[config.mk]
export PLATFORM = sky130hd
export DESIGN_NAME = hilo_muldiv_ctrl
export DESIGN_NICKNAME = d
export VERILOG_FILES = /design/src/rtl/hilo_muldiv_ctrl.sv
export SDC_FILE = /design/constraint.sdc
export NUM_CORES = 1
export LEC_CHECK = 0
export BUFFER_PORTS_ARGS = -buffer_cell sky130_fd_sc_hd__buf_2
export CAP_MARGIN = 20
export CORE_MARGIN = 2
export CORE_UTILIZATION = 55
export CTS_CLUSTER_SIZE = 12
export DETAILED_ROUTE_END_ITERATION = 12
export PLACE_DENSITY = 0.75
export SYNTH_ARGS = -nofsm -noshare
export SYNTH_HDL_FRONTEND = slang
export SYNTH_SLANG_ARGS = --single-unit
export TNS_END_PERCENT = 50
[constraint.sdc]
create_clock -name Clk -period 13.94 [get_ports Clk]
set_clock_uncertainty 0.2 [all_clocks]
set_input_delay 1.394 -clock Clk [delete_from_list [all_inputs] [get_ports Clk]]
set_output_delay 1.394 -clock Clk [all_outputs]
set_load 0.1 [all_outputs]
[src/rtl/hilo_muldiv_ctrl.sv]
// hilo_muldiv_ctrl: iterative sequencer for the HI/LO register pair.
// Runs MULT/MULTU/DIV/DIVU/MADD/MSUB one bit per cycle and handles MTHI/MTLO.
// The final 64-bit value always goes out as a plain HI/LO write.
//
//  state | meaning
//  IDLE  | waiting for Start; MTHI/MTLO data and divide-by-zero settled here
//  MUL   | one shift-add step per cycle on operand magnitudes
//  DIV   | one restoring-division step per cycle on operand magnitudes
//  FIX   | apply result signs; divides land as {remainder, quotient}
//  ACCUM | add/subtract the signed product into the current HI/LO value
//  WRITE | single-cycle WriteEn with registered data
module hilo_muldiv_ctrl #(
  parameter int WIDTH = 32
) (
  input  logic             Clk,
  input  logic             Reset,
  input  logic             Start,
  input  logic [2:0]       Op,
  input  logic [WIDTH-1:0] OperandA,
  input  logic [WIDTH-1:0] OperandB,
  input  logic [WIDTH-1:0] CurHi,
  input  logic [WIDTH-1:0] CurLo,
  input  logic             ReadReq,
  output logic             Busy,
  output logic             Stall,
  output logic [WIDTH-1:0] WriteHiData,
  output logic [WIDTH-1:0] WriteLoData,
  output logic             WriteEn,
  output logic             DivByZero
);

  localparam int CW = (WIDTH > 1) ? $clog2(WIDTH) : 1;
  localparam logic [CW-1:0] LastIter = CW'(WIDTH - 1);

  localparam logic [2:0] OpMult  = 3'd0;
  localparam logic [2:0] OpMultu = 3'd1;
  localparam logic [2:0] OpDiv   = 3'd2;
  localparam logic [2:0] OpDivu  = 3'd3;
  localparam logic [2:0] OpMadd  = 3'd4;
  localparam logic [2:0] OpMsub  = 3'd5;
  localparam logic [2:0] OpMthi  = 3'd6;
  localparam logic [2:0] OpMtlo  = 3'd7;

  typedef enum logic [2:0] {IDLE, MUL, DIV, FIX, ACCUM, WRITE} state_t;

  state_t state, stateNext;

  logic [2:0]         opReg;
  logic [CW-1:0]      iterCnt;
  logic [WIDTH-1:0]   mag;      // multiplicand or divisor magnitude
  logic [WIDTH-1:0]   accHi;    // product high half / partial remainder
  logic [WIDTH-1:0]   accLo;    // multiplier shifting out / quotient shifting in
  logic               negRes;   // product or quotient must be negated
  logic               negRem;   // remainder must be negated (dividend was negative)

  logic               opSigned;
  logic               divOp;
  logic               accOp;
  logic [WIDTH-1:0]   absA;
  logic [WIDTH-1:0]   absB;
  logic [WIDTH:0]     mulSum;
  logic [WIDTH:0]     divShift;
  logic [WIDTH-1:0]   divDiff;
  logic               divFits;
  logic [2*WIDTH-1:0] fixVal;
  logic [2*WIDTH-1:0] accumSum;

  assign opSigned = (Op == OpMult) || (Op == OpDiv) || (Op == OpMadd) || (Op == OpMsub);
  assign divOp    = (opReg == OpDiv) || (opReg == OpDivu);
  assign accOp    = (opReg == OpMadd) || (opReg == OpMsub);
  assign absA     = (opSigned && OperandA[WIDTH-1]) ? -OperandA : OperandA;
  assign absB     = (opSigned && OperandB[WIDTH-1]) ? -OperandB : OperandB;

  // The carry out of the high half is kept so unsigned max*max does not lose a bit.
  assign mulSum   = {1'b0, accHi} + {1'b0, mag};
  assign divShift = {accHi, accLo[WIDTH-1]};
  assign divFits  = divShift >= {1'b0, mag};
  // When the divisor fits the difference is below mag, so WIDTH bits are enough.
  assign divDiff  = divShift[WIDTH-1:0] - mag;

  assign accumSum = (opReg == OpMsub) ? ({CurHi, CurLo} - {accHi, accLo})
                                      : ({CurHi, CurLo} + {accHi, accLo});

  // Sign correction: products negate as a whole, divides fix quotient and remainder separately.
  always_comb begin
    fixVal = negRes ? -{accHi, accLo} : {accHi, accLo};
    if (divOp) begin
      fixVal[WIDTH-1:0]       = negRes ? -accLo : accLo;
      fixVal[2*WIDTH-1:WIDTH] = negRem ? -accHi : accHi;
    end
  end

  // State register.
  always_ff @(posedge Clk or posedge Reset) begin
    if (Reset) state <= IDLE;
    else       state <= stateNext;
  end

  // Next-state decode and status outputs.
  always_comb begin
    stateNext = state;
    Busy      = (state != IDLE);
    WriteEn   = (state == WRITE);
    case (state)
      IDLE: begin
        if (Start) begin
          case (Op)
            OpDiv, OpDivu:  stateNext = (OperandB == '0) ? IDLE : DIV;
            OpMthi, OpMtlo: stateNext = WRITE;
            default:        stateNext = MUL;
          endcase
        end
      end
      MUL, DIV: begin
        if (iterCnt == '0) stateNext = FIX;
      end
      FIX:     stateNext = accOp ? ACCUM : WRITE;
      ACCUM:   stateNext = WRITE;
      WRITE:   stateNext = IDLE;
      default: stateNext = IDLE;
    endcase
  end

  assign Stall = Busy & (Start | ReadReq);

  // Operand latch, iteration datapath and write-data registers.
  always_ff @(posedge Clk or posedge Reset) begin
    if (Reset) begin
      opReg       <= '0;
      iterCnt     <= '0;
      mag         <= '0;
      accHi       <= '0;
      accLo       <= '0;
      negRes      <= 1'b0;
      negRem      <= 1'b0;
      DivByZero   <= 1'b0;
      WriteHiData <= '0;
      WriteLoData <= '0;
    end else begin
      DivByZero <= 1'b0;
      case (state)
        IDLE: begin
          if (Start) begin
            opReg   <= Op;
            iterCnt <= LastIter;
            negRes  <= opSigned & (OperandA[WIDTH-1] ^ OperandB[WIDTH-1]);
            negRem  <= opSigned & OperandA[WIDTH-1];
            accHi   <= '0;
            case (Op)
              OpDiv, OpDivu: begin
                accLo     <= absA;
                mag       <= absB;
                DivByZero <= (OperandB == '0);
              end
              OpMthi: begin
                WriteHiData <= OperandA;
                WriteLoData <= CurLo;
              end
              OpMtlo: begin
                WriteHiData <= CurHi;
                WriteLoData <= OperandA;
              end
              default: begin
                accLo <= absB;
                mag   <= absA;
              end
            endcase
          end
        end
        MUL: begin
          iterCnt <= iterCnt - CW'(1);
          if (accLo[0]) {accHi, accLo} <= {mulSum, accLo[WIDTH-1:1]};
          else          {accHi, accLo} <= {1'b0, accHi, accLo[WIDTH-1:1]};
        end
        DIV: begin
          iterCnt <= iterCnt - CW'(1);
          accHi   <= divFits ? divDiff : divShift[WIDTH-1:0];
          accLo   <= {accLo[WIDTH-2:0], divFits};
        end
        FIX: begin
          if (accOp) {accHi, accLo} <= fixVal;
          else       {WriteHiData, WriteLoData} <= fixVal;
        end
        ACCUM: begin
          {WriteHiData, WriteLoData} <= accumSum;
        end
        default: ;
      endcase
    end
  end

endmodule
# --- Yosys cells after proc, flatten, opt, wreduce, memory -nomap -nowiden ---
# Index checks and enable logic that the tools add are counted.
word_totals:
  output_inout_bits: 68
  word_cells: 111
  ff_bits: 174
  inputBits: 135
op_classes:
  eq_ne: 21
  bitwise_logic: 6
  muxes: 37
  n_addsub: 10
  n_reduce_logical: 25
  order_cmp: 1
ops:
  columns: ["op", "n"]
  rows:
  - ["$mux 32", 15]
  - ["$pmux 32 s2", 4]
  - ["$pmux 32 s4", 2]
  - ["$mux 64", 3]
  - ["$pmux 32 s3", 2]
  - ["$neg 32->32", 4]
  - ["$add 64x64->64", 1]
  - ["$neg 64->64", 1]
  - ["$sub 64x64->64", 1]
  - ["$add 32x32->33", 1]
  - ["$ge 33x32->1", 1]
  - ["$logic_not 32->1", 1]
  - ["$sub 32x32->32", 1]
  - ["$eq 3x3->1 const B", 8]
  - ["$eq 3x2->1 const B", 6]
  - ["$pmux 3 s4", 1]
  - ["$pmux 5 s2", 1]
  - ["$ne 2x2->1 const B", 4]
  - ["$reduce_and 4->1", 2]
  - ["$logic_not 3->1", 2]
  - ["$mux 3", 2]
  - ["$pmux 3 s2", 1]
  - ["$reduce_and 2->1", 3]
  - ["$reduce_and 3->1", 2]
  - ["18 further kinds", 31]

# --- Logic depth before layout (Yosys ltp) ---
# Gate-level depths: netlist of the first run.
depth:
  word_depth: 9
  ltp_mapped: 23
  ltp_nobuf: 20

# --- Worst setup path before layout of the first run ---
# No wires, ideal clock.
synth_timing:
  path_type: "reg2reg"
  from: "reg accLo[1]"
  to: "reg WriteHiData[20]"
  synth_period_minus_slack_ns: 5.698
  required_time_ns: 13.608
  slack_ns: 8.242
  arrival_ns: 5.366
  n_path_buf: 2
  setup_time_ns: 0.132
  stages_incl_launch_ff: 21
  path_cell_list: "dfrtp_1 -> buf_6 -> or4_4 -> or4_4 -> or3_4 -> or3_4 -> or3_4 -> o21ai_0 -> xor2_1 -> ha_1 -> clkbuf_1 -> a21oi_1 -> o221ai_1 -> a221o_1 -> a221oi_1 -> nand3_1 -> a21oi_1 -> o21ai_1 -> xor2_1 -> a2111oi_0 -> nor2_1"
synth_between:
  elab_chain_len: 5
  word_cells_on_any_way: 8
  classes_between: "add/sub: 3; mux: 5"
synth_rtl:
  columns: ["element", "line_no", "source"]
  rows:
  - ["from (decl)", "52", "logic [WIDTH-1:0] accLo;"]
  - ["from (signal assigned)", "151", "accLo <= absA;"]
  - ["from (signal assigned)", "164", "accLo <= absB;"]
  - ["from (signal assigned)", "172", "if (accLo[0]) {accHi, accLo} <= {mulSum, accLo[WIDTH-1:1]};"]
  - ["$neg 64->64", "86", "fixVal = negRes ? -{accHi, accLo} : {accHi, accLo};"]
  - ["$mux 64", "86", null]
  - ["$mux 64", "87", "if (divOp) begin"]
  - ["$mux 32", "181", "if (accOp) {accHi, accLo} <= fixVal;"]
  - ["$pmux 32 s3 *", "141", "case (state)"]
  - ["to (signal assigned)", "156", "WriteHiData <= OperandA;"]
  - ["to (signal assigned)", "182", "else {WriteHiData, WriteLoData} <= fixVal;"]
  - ["to (signal assigned)", "185", "{WriteHiData, WriteLoData} <= accumSum;"]
  - ["to (decl)", "26", "output logic [WIDTH-1:0] WriteHiData,"]
# Every way passes the cells marked *; elsewhere a longest branch is shown, timed or not. The select of a mux whose other input is x is not followed.
# A chain may end at the register's enable or synchronous reset.

# --- Worst setup path in the final report of the first run ---
layout_timing:
  from: "reg accLo[0]"
  to: "reg WriteHiData[20]"
# Same word-level chain as after synthesis.

==> flow_summary.toml, run 1 <==
[min_path]
holdPathStages = 2
min_to = "WriteHiData[3]$_DFFE_PP0P_"
hold_path_class = "flip-flop to flip-flop"
hold_path_startpoint = "WriteHiData[3]$_DFFE_PP0P_"

[clocking]
clk_latency_ps = 480
cts_tree = "done"
cts_hold_buf = 0
clk_pin_slew_worst_paths_ps = 90
cts.sinks = 174
post-cts-setup-buffers = 0
htree_levels = 4
clockBufferDepth = 2
numCtsBuffers = 17
cts-resized-gates = 0
cts-root-buf = "clkbuf_16"

[logic_synthesis]
synth_area_um2 = 21400
synth_top_family_by_area = "compound AO/OA/AOI/OAI gates"
synth_fa_ha_area_share_pct = 8.05
yosys.area_share.simple_pct = 21.9
syn_nets = 3284
ys_warn_count = 0
ys.flop_type = "dfrtp_1"
yosys_register_bits = 174
synth.avg_cell_area_um2 = 7.10
synthMuxAreaShare_pct = 2.62
syn_inst = 3013
synth_edf_count = 0
synth-xor-area-share_pct = 11.6
seq_area_frac_synth_pct = 20.3
synth.distinct_cells = 79
ys_async_sr_fraction_pct = 100
synth_compound_area_share_pct = 29.7

[sta]
finalCritPeriodShare_pct = 51.2
finalCriticalPeriod_ps = 7140
hold_viol = 0
rsz0062_at_grt = "false"
relSlewSlack_pct = 25.1
slew_viol_final = 0
setup_viol = 0
setup_tns_ps = 0
fmax_ghz = 0.140
max_slew.worst_pin.slew_ps = 1090

[die]
die_area_um2 = 40500
initial_core_util_pct = 55.5
core_um2 = 38600
ios = 203
die_height_um = 201
fp-row-count = 72
die_w_um = 201

[cells_and_area]
stdcell_count = 3566
area_growth_pct = 7.88
layout-drive-gt1-share_pct = 10.4
nNetsFinal = 3305

[place]
port_buffers = 202
place_inst = 3533
dp_hpwl_mm = 70.6
gp_congestion = 0.996

[pwr]
power.density_nw_per_um2 = 309
p_comb_share_pct = 76.5
p_sw_share_pct = 60.6
pwr-share-clk_pct = 7.4
ir_drop_mv = 0.338
p_switching_mw = 4.33
leakage_nw = 9.95
pwr-share-seq_pct = 16.1
power.internal_mw = 2.82

[grt]
grt-ovfl-total = 0
track_usage_pct = 44.2
antenna_found_initial = 3
grt_pass1_wl_mm = 138
grt_max_degree = 78
grt_pass1_vias = 23039

[critical_path]
path_max_fanout = 38
arrival_ps = 7320
reg2reg_setup_slack_ps = 6800
cp-end-kind = "flip-flop"
r2r-start = "accLo[0]$_DFFE_PP0P_"
cp-start-kind = "flip-flop"
crit_type = "flip-flop to flip-flop"
rr_endpoint = "WriteHiData[20]$_DFFE_PP0P_"
required_ps = 14110
worst-r2r-cell-count = 18

[detailed_routing]
dr.first_iter.drc_count = 2912
drtPass1Iterations = 6
drt_wl_total_mm = 91.3
via_count = 24382
antenna_left = 0
drcViolationCount = 0
wl_per_cell_um = 25.6
via_per_inst = 6.84

[run_status]
status = "finished clean"

[flow_run]
max-cap-violations = 0
==> how the worst max path moves through the flow <==
stage | startpoint | to | cells past startpoint
floorplan | Reset | DivByZero$_DFF_PP0_ | 1
global placement | accLo[0]$_DFFE_PP0P_ | WriteHiData[20]$_DFFE_PP0P_ | 18
detailed placement | accLo[0]$_DFFE_PP0P_ | WriteHiData[20]$_DFFE_PP0P_ | 18
CTS | accLo[0]$_DFFE_PP0P_ | WriteHiData[20]$_DFFE_PP0P_ | 18
global route | accLo[0]$_DFFE_PP0P_ | WriteHiData[19]$_DFFE_PP0P_ | 20
finish | accLo[0]$_DFFE_PP0P_ | WriteHiData[20]$_DFFE_PP0P_ | 18
==> sequential cells by signal, summed over array words and instances (netlist names) <==
signal / count
negRes: 1
DivByZero: 1
WriteLoData: 32
mag: 32
iterCnt: 5
negRem: 1
WriteHiData: 32
opReg: 3
accLo: 32
accHi: 32
state: 3
==> critical path, cell delays in order, from the launching register on <==
cell and delay [ps]:
dfrtp_1 380, buf_4 280, inv_1 420, ha_1 280
or3b_2 530, nor3_1 860, nand3_1 380, or3_1 450
o21ai_0 270, xor2_1 200, ha_1 360, a21o_1 220
a2111oi_0 650, nand3_1 290, a21oi_1 430, o21ai_1 180
xor2_1 170, a2111oi_0 410, nor2_1 70
==> layer usage <==
layer	global-route usage, %	wire length [um]	up-vias
li1	-	-	10911
met1	54.5	33900	11575
met2	69.8	40400	1523
met3	6.75	9000	373
met4	33.5	8060	0
met5	0	0	-
==> power groups by stage <==
stage          clock network [mW]  logic, mW  registers (mW)
6_report                    0.525       5.47            1.15
5_1_grt                     0.538       5.87            1.17
4_1_cts                     0.522       5.35            1.13
3_5_place_dp                    0       5.32            1.14
3_3_place_gp                    0       5.27            1.13
2_1_floorplan                   0       3.56            1.54
==> layout by cell type, fill, tap and decap left out, types with 23 or more instances in the layout <==
| cell | instances |
|---|---|
| nand4_1 | 36 |
| a21oi_1 | 311 |
| o211ai_1 | 60 |
| buf_2 | 202 |
| ha_1 | 133 |
| dfrtp_1 | 174 |
| xnor2_1 | 140 |
| o21bai_1 | 24 |
| nor3_1 | 50 |
| nor4_1 | 24 |
| mux2i_1 | 47 |
| a21o_1 | 58 |
| xor2_1 | 144 |
| buf_4 | 34 |
| o21ai_0 | 216 |
| a2111oi_0 | 28 |
| nand2_1 | 369 |
| nor2_1 | 322 |
| a221oi_1 | 36 |
| o31ai_1 | 43 |
| a31oi_1 | 57 |
| and3_1 | 23 |
| nand3_1 | 61 |
| nor2b_1 | 24 |
| inv_1 | 90 |
==> area by class of cell <==
type	count	area [um2]
diodes	1	2.50
flip-flops and latches	174	4350
fillers	3762	15500
well taps	518	648
inverters	92	350
multi-input cells	2513	15900
clock inverters	14	158
repair buffers	236	1270
clock buffers	18	439
==> stage by stage <==
step / hold slack [ps] / setup WS (ps) / total power, mW / area [um2] / utilization [%]
floorplan: 260 / 7630 / 5.09 / 21400 / -
global placement: 264 / 7220 / 6.40 / 22500 / 58.3
detailed placement: 282 / 7150 / 6.46 / 22500 / 58.3
CTS: 298 / 7140 / 7.00 / 23100 / 59.9
global route: 317 / 6530 / 7.58 / 23100 / 59.9
finish: 295 / 6800 / 7.14 / 23100 / 59.9
==> cell families (layout without fill, tap and decap cells) <==
group,Yosys count,after routing
AO/OA/AOI/OAI,1004,1004
XOR/XNOR,284,284
adder cells (fa/ha/maj),136,136
buffers and inverters,326,360
flip-flops,174,174
multiplexers,55,55
other,0,1
AND/OR/NAND/NOR,1034,1034
==> Yosys cell counts (all sizes together), types with 58 or more instances <==
master	n	share of area [%]
dfrtp	174	20
a31oi	58	1.7
xnor2	140	5.7
o21ai	226	5.3
xor2	144	5.9
a21o	58	2.0
inv	91	1.6
ha	133	7.8
nand3	62	1.4
nor2	324	5.7
nand2	370	6.5
clkbuf	215	3.8
a21oi	311	7.3
o211ai	60	2.1
Note: power is estimated with default switching activity, not from simulation.
==> inputs of run 2 (changes only) <==
- PLACE_DENSITY: 0.75 -> 0.78
- clock period: 13.94 -> 6.29 ns (I/O delays scaled with it)
==> run 2 against run 1 <==
Register-to-register slack worse by 6600 ps. Global-route usage up 0.52 points. Power is 120% higher. Clock power rose by 120%. Worst setup slack got worse by 6600 ps. First-iteration DRC count is 9.0% higher. Core utilization increased by 0.45 points.
==> flow_summary.toml, run 2 (synthesized netlist as in run 1, its figures left out) <==
[clocking]
cts-resized-gates = 0
cts_hold_buf = 0
numCtsBuffers = 17
cts_tree = "done"
htree_levels = 4
clockBufferDepth = 2
cts.sinks = 174
cts-root-buf = "clkbuf_16"
clk_latency_ps = 490
clk_pin_slew_worst_paths_ps = 100
post-cts-setup-buffers = 0

[detailed_routing]
antenna_left = 0
drtPass1Iterations = 6
drt_wl_total_mm = 91.6
dr.first_iter.drc_count = 3173
via_per_inst = 6.82
wl_per_cell_um = 25.6
via_count = 24412
drcViolationCount = 0

[grt]
grt_pass1_wl_mm = 139
grt-ovfl-total = 0
grt_max_degree = 175
grt_pass1_vias = 23253
antenna_found_initial = 2
track_usage_pct = 44.7

[flow_run]
max-cap-violations = 0

[critical_path]
worst-path-buf-inv = 0
max_stage_delay_ps = 560
reg2reg_setup_slack_ps = 210
path_cells = "or4_4, or4_4, or3_4, or3_4, or3_4, o21ai_0, xor2_1, ha_1, a21oi_1, o221ai_1, a221o_1, a221oi_2, nand3_2, a21oi_4, o21ai_1, xor2_1, a2111oi_1, nor2_1"
cp_slowest_cell = "or4_4"
arrival_ps = 6240
r2r-start = "accLo[0]$_DFFE_PP0P_"
cp_top_family = "simple AND/OR/NAND/NOR gates"
crit_path_frequent_cell = "or3_4"
required_ps = 6450
worst-r2r-cell-count = 18
path_max_fanout = 4
cp-start-kind = "flip-flop"
cp-end-kind = "flip-flop"
rr_endpoint = "WriteHiData[20]$_DFFE_PP0P_"
crit_type = "flip-flop to flip-flop"

[sta]
max_slew.worst_pin.slew_ps = 1250
slew_viol_final = 0
setup_viol = 0
setup_tns_ps = 0
relSlewSlack_pct = 16.6
finalCriticalPeriod_ps = 6080
fmax_ghz = 0.165
hold_viol = 0
finalCritPeriodShare_pct = 96.6

[pwr]
ir_drop_mv = 0.837
power.density_nw_per_um2 = 687
fin_total_pwr_mw = 16.0
leakage_nw = 10.0

[cells_and_area]
layout-drive-gt1-share_pct = 10.8
layout_commonest_cell = "nand2_1"
area_growth_pct = 8.70
n_fill_cell = 3819
nNetsFinal = 3318
final_cell_mix = "369 x nand2_1, 322 x nor2_1, 310 x a21oi_1"

[die]
initial_core_util_pct = 55.5
fp-row-count = 72
ios = 203
die_w_um = 201
die_height_um = 201
core_um2 = 38600
die_area_um2 = 40500

[place]
gp_congestion = 1.05
dp_hpwl_mm = 70.4
port_buffers = 202

[run_status]
status = "finished clean"

[min_path]
hold_path_class = "input pin to asynchronous set/reset pin"
-- run 2: cell types whose count changed in the layout (fill, tap and decap cells not counted), sizes merged, moves of 2 or more --
cell    delta
inv        +3
buf       +12
diode      +2
bufinv     -2
-- run 2: how the worst max path moves through the flow --
stage / start / to / slack (ps) / cells past startpoint
after detailed placement: accLo[0]$_DFFE_PP0P_ / WriteHiData[20]$_DFFE_PP0P_ / 70 / 18
after floorplan: accLo[1]$_DFFE_PP0P_ / WriteHiData[20]$_DFFE_PP0P_ / 590 / 20
final: accLo[0]$_DFFE_PP0P_ / WriteHiData[20]$_DFFE_PP0P_ / 210 / 18
after global placement: accLo[0]$_DFFE_PP0P_ / WriteHiData[20]$_DFFE_PP0P_ / 80 / 18
after global routing: accLo[0]$_DFFE_PP0P_ / WriteHiData[20]$_DFFE_PP0P_ / -30 / 18
after CTS: accLo[0]$_DFFE_PP0P_ / WriteHiData[20]$_DFFE_PP0P_ / 20 / 18
-- run 2: area by class of cell --
cell class | instances | area [um2] | share of cell area (%)
multi-input combinational | 2513 | 15900 | 68.3
tap | 518 | 648 | 2.79
sequential | 174 | 4350 | 18.7
timing repair buffer | 249 | 1380 | 5.92
inverter | 92 | 350 | 1.51
antenna | 3 | 7.51 | 0.0323
clock inverter | 15 | 203 | 0.871
clock buffer | 17 | 425 | 1.83
-- run 2: power by group --
part / total [mW] / internal (mW) / switching (mW)
Sequential: 2.48 / 1.66 / 0.819
Clock: 1.17 / 0.549 / 0.626
Combinational: 12.3 / 4.02 / 8.30
-- run 2: worst min-delay path, cell delays in order --
cell    delay, ps
buf_2         120
inv_6          50
buf_12        610
-- run 2: per-layer routing --
metal | vias to the layer above | GRT usage [%] | share of wire [%]
met4 | 0 | 32.4 | 8.6
met1 | 11557 | 54.7 | 37
met3 | 393 | 9.26 | 10
met2 | 1526 | 70.0 | 44
met5 | - | 0 | 0
li1 | 10936 | - | -
-- run 2: metrics by stage --
step           cell area (um2)  hold WS, ps  setup slack [ps]  utilization, %  std cells
3_5_place_dp             22600          279              71.3            58.6       3545
6_report                 23300          149               211            60.3       3581
5_1_grt                  23300          250             -29.3            60.3       3578
2_1_floorplan            21400          260               592               -       3013
4_1_cts                  23200          240              18.1            60.2       3577
3_3_place_gp             22600          268              75.2            58.6       3544
